**src/rtl/serial_adder.sv**
```systemverilog
// Digit-serial adder/subtractor with valid/ready handshakes.
// Consumes DIGIT bits of each operand per clock, LSB first.
module serial_adder #(
  parameter int WIDTH = 6,
  parameter int DIGIT = 1
) (
  input  logic             clk,
  input  logic             rst,
  input  logic             in_valid,
  output logic             in_ready,
  input  logic [WIDTH-1:0] A,
  input  logic [WIDTH-1:0] B,
  input  logic             sub,
  output logic             out_valid,
  input  logic             out_ready,
  output logic [WIDTH:0]   S,
  output logic             ovf
);

  localparam int N  = WIDTH / DIGIT;
  localparam int CW = (N > 1) ? $clog2(N) : 1;

  generate
    if (WIDTH < 2 || DIGIT < 1 || (WIDTH % DIGIT) != 0) begin : g_bad
      $error("serial_adder: WIDTH must be >= 2 and a multiple of DIGIT");
    end
  endgenerate

  typedef enum logic [1:0] {
    IDLE = 2'd0,
    RUN  = 2'd1,
    DONE = 2'd2
  } state_t;

  state_t            state;
  logic [WIDTH-1:0]  a_sh;
  logic [WIDTH-1:0]  b_sh;
  logic [WIDTH-1:0]  sum;
  logic              carry;
  logic              a_msb;
  logic              b_msb;
  logic [CW-1:0]     cnt;

  logic [WIDTH-1:0]  b_eff;
  logic [DIGIT:0]    dsum;
  logic [WIDTH-1:0]  nxt_sum;
  logic              last;

  assign b_eff = sub ? ~B : B;

  always_comb begin
    dsum = {1'b0, a_sh[DIGIT-1:0]}
         + {1'b0, b_sh[DIGIT-1:0]}
         + {{DIGIT{1'b0}}, carry};
    last = (cnt == CW'(N - 1));
  end

  // New digit enters at the top; after N shifts the sum is aligned.
  generate
    if (DIGIT == WIDTH) begin : g_one
      assign nxt_sum = dsum[DIGIT-1:0];
    end else begin : g_many
      assign nxt_sum = {dsum[DIGIT-1:0], sum[WIDTH-1:DIGIT]};
    end
  endgenerate

  always_ff @(posedge clk or posedge rst) begin
    if (rst) begin
      state <= IDLE;
      a_sh  <= '0;
      b_sh  <= '0;
      sum   <= '0;
      carry <= 1'b0;
      a_msb <= 1'b0;
      b_msb <= 1'b0;
      cnt   <= '0;
      S     <= '0;
      ovf   <= 1'b0;
    end else begin
      unique case (state)
        IDLE: begin
          if (in_valid) begin
            a_sh  <= A;
            b_sh  <= b_eff;
            sum   <= '0;
            carry <= sub;
            cnt   <= '0;
            a_msb <= A[WIDTH-1];
            b_msb <= b_eff[WIDTH-1];
            state <= RUN;
          end
        end
        RUN: begin
          a_sh  <= a_sh >> DIGIT;
          b_sh  <= b_sh >> DIGIT;
          sum   <= nxt_sum;
          carry <= dsum[DIGIT];
          cnt   <= cnt + 1'b1;
          if (last) begin
            cnt   <= '0;
            S     <= {dsum[DIGIT], nxt_sum};
            ovf   <= (a_msb == b_msb) &&
                     (nxt_sum[WIDTH-1] != a_msb);
            state <= DONE;
          end
        end
        DONE: begin
          if (out_ready) state <= IDLE;
        end
        default: state <= IDLE;
      endcase
    end
  end

  assign in_ready  = (state == IDLE);
  assign out_valid = (state == DONE);

endmodule

```
**config.mk**
```make
export PLATFORM = sky130hd
export DESIGN_NAME = serial_adder
export DESIGN_NICKNAME = d
export VERILOG_FILES = /design/src/rtl/serial_adder.sv
export SDC_FILE = /design/constraint.sdc
export NUM_CORES = 1
export LEC_CHECK = 0
export ABC_AREA = 1
export CORE_MARGIN = 4
export CORE_UTILIZATION = 45
export CTS_BUF_LIST = sky130_fd_sc_hd__clkbuf_2 sky130_fd_sc_hd__clkbuf_4 sky130_fd_sc_hd__clkbuf_8
export DETAILED_ROUTE_END_ITERATION = 16
export PLACE_DENSITY = 0.75
export SYNTH_ARGS = -nofsm -noshare
export SYNTH_HDL_FRONTEND = slang
export SYNTH_SLANG_ARGS = --single-unit
export TNS_END_PERCENT = 100
```
**constraint.sdc**
```tcl
create_clock -name clk -period 1.25 [get_ports clk]
set_input_delay 0.125 -clock clk [delete_from_list [all_inputs] [get_ports clk]]
set_output_delay 0.125 -clock clk [all_outputs]
set_load 0.02 [all_outputs]
```
==> out/metrics.csv <==
stage,metric,value,unit
layout,nets,272,
timing,setup_ws,-0.153,ns
layout,diodes,0,
route,vias,1451,
setup_path,max_stage_delay,0.58,ns
route,first_pass_iters,4,
route,route.detailed.drc,0,
route,ant_nets,0,
setup_path,r2r_cells,7,
clocking,clock-sinks,33,
power,powerDensity,2360,nW/um^2
timing,tightest_slew,0.269,ns
setup_path,r2r-start,b_sh[0],
timing,setup_viol,19,
clocking,cts_buffers,5,
clocking,cts_tree,built,
timing,fin_tns_setup,-0.984,ns
route,routed-wl-met2,2.04,mm
setup_path,arrival,1.66,ns
global_routing,grt_max_degree,34,
placement,port_buffers,26,
worst_hold_path,hold_path_class,input pin to async pin,
route,met1Wirelength,1.80,mm
synthesis,netlist_area,1560,sq um
die,initial_utilization,0.467,
die,rows,21,
timing,hold_viol,0,
setup_path,r2r-end,ovf,
route,viasPerCell,4.82,
timing,max_freq,713,MHz
route,routed.top_layer,met4,
job,max_cap_viol_count,0,
setup_path,cp_num_cells,7,
route,dr.first_iter.drc_count,79,
die,floorplan.die.height,66.9,um
global_routing,grt_pass1_wl,6.00,mm
setup_path,crit_top_cell,nand2_1,
die,die_area,4470,sq um
clocking,clockBufferDepth,2,
timing,drv_slew,0,
power,ir_worst_vdd,1.09,mV
global_routing,antenna_found_initial,0,
layout,syn_to_final_growth,49.8,%
placement,gp_congestion,0.760,
setup_path,cp-startpoint,b_sh[0],
setup_path,critPathLaunchType,flop,
setup_path,critical-path-top-delay-family,adder cells,
synthesis,ys_types,20,
synthesis,syn-instance-count,198,
synthesis,yosysWarnings,0,
clocking,cts.hold.buffers_added,0,
die,coreArea,3340,sq um
placement,dp_hpwl,2.49,mm
synthesis,synth.avg_cell_area,7.87,sq um
setup_path,crit_buf_inv,2,
synthesis,ys_seq_area_frac,0.530,
clocking,clock_latency,0.35,ns
setup_path,cp_slowest_cell,fa_2,
clocking,h-tree-depth,2,
synthesis,synth_nets,216,
setup_path,cp_cell_sequence,inv_1 -> fa_2 -> inv_2 -> nand3_2 -> nand2_1 -> nand2_1 -> nand2_1,
timing,relSlewSlack,0.820,
global_routing,overflow,0,
setup_path,reg2reg_slack,-0.15,ns
route,wl,4.08,mm
setup_path,end_kind,flop,
route,wl_per_cell,13.5,um
setup_path,crit_type,flop to flop,
timing,period_share,1.12,
outcome,violations,setup timing,
setup_path,cp.required,1.50,ns
setup_path,crit_path_max_fanout,3,
synthesis,synth_seq_cells,33,
die,dieWidth,66.9,um
outcome,status,"finished, violations left",
timing,fin_crit,1.40,ns
route,wl_met3,181,um
clocking,path_clk_slew,0.12,ns
power,total_power,5.52,mW
timing,rsz0062_at_grt,true,
power,p_leak,1.29,nW
layout,final_common_cell,nand2_1,
timing,finClkSkew,0.0105,ns
layout,drive_above_1_share,0.333,
layout,layout_common_cells,"nand2_1, dfrtp_1, nand2_2",
clocking,root_buffer,clkbuf_4,
global_routing,grt_pass1_vias,1287,
global_routing,grt_use_total,0.182,
die,num_io_pins,27,
==> power by group <==
part | switching, mW | internal, mW
Combinational | 1.68 | 1.38
Clock | 0.405 | 0.212
Sequential | 0.330 | 1.52
==> final cells by class <==
class                   count  area (sq um)
repair buffers             54           542
well taps                  46          57.6
flip-flops and latches     33           827
clock inverters             3          17.5
clock buffers               5          37.5
fillers                   246          1000
multi-input cells         139           768
inverters                  21          86.3
==> cells in the mapped netlist <==
cell type | count | share of area
o22ai_1 | 1 | 0.0040
xor2_1 | 1 | 0.0056
nor2_2 | 1 | 0.0040
o21ai_2 | 1 | 0.0056
nand2_2 | 1 | 0.0040
o21ai_0 | 2 | 0.0064
nor2_4 | 2 | 0.014
nand3_1 | 9 | 0.029
nand4_1 | 6 | 0.024
clkbuf_1 | 1 | 0.0024
inv_1 | 17 | 0.041
buf_4 | 2 | 0.0096
fa_1 | 1 | 0.013
dfrtp_1 | 33 | 0.53
o21ai_1 | 11 | 0.035
nand2_1 | 100 | 0.24
nand3_2 | 1 | 0.0064
xnor2_1 | 1 | 0.0056
inv_2 | 4 | 0.0096
buf_2 | 3 | 0.0096
==> worst reg2reg max path, delay by kind of cell (launching register included) <==
kind                     cells  cell delay, ns
flip-flops                   1            0.40
adder cells (fa/ha/maj)      1            0.58
buffers and inverters        2            0.13
AND/OR/NAND/NOR              4            0.19
==> worst max-delay path by stage <==
stage,endpoint
finish,ovf
global route,ovf
CTS,ovf
detailed placement,ovf
global placement,ovf
floorplan,ovf
==> metal layers <==
layer / GRT usage / vias to the layer above
li1: - / 731
met1: 0.259 / 672
met2: 0.266 / 40
met3: 0.0472 / 8
met4: 0.0684 / 0
met5: 0 / -
==> registers in the layout (all words and copies together) (netlist names) <==
register and count:
S 7, a_sh 6, b_sh 6, sum 5, cnt 3, state 2, a_msb 1, b_msb 1
carry 1, ovf 1
==> per-stage QoR <==
stage	hold WS, ns	cells	utilization	instance area [sq um]	setup slack, ns
3_5_place_dp	0.465	285	0.603	2010	-0.143
3_3_place_gp	0.457	285	0.603	2010	-0.0862
4_1_cts	0.106	294	0.624	2080	-0.135
5_1_grt	0.109	301	0.700	2340	-0.215
6_report	0.108	301	0.700	2340	-0.153
2_1_floorplan	0.234	198	-	1560	-0.0382
==> repair_timing <==
| action | in CTS | in global routing |
|---|---|---|
| setup buffers | 1 | 5 |
| resized for setup | 20 | 65 |
| pin swaps | 1 | 19 |
| setup endpoints to repair | 14 | 32 |
| cloned | 0 | 2 |
==> cells by family after synthesis <==
kind of cell / Yosys count / share of synthesized area
buf+inv: 27 / 0.0722
xor+xnor: 2 / 0.0112
compound gates: 15 / 0.0514
fa+ha+maj: 1 / 0.0128
flops: 33 / 0.530
simple gates: 120 / 0.323
(Power assumes the default switching activity.)
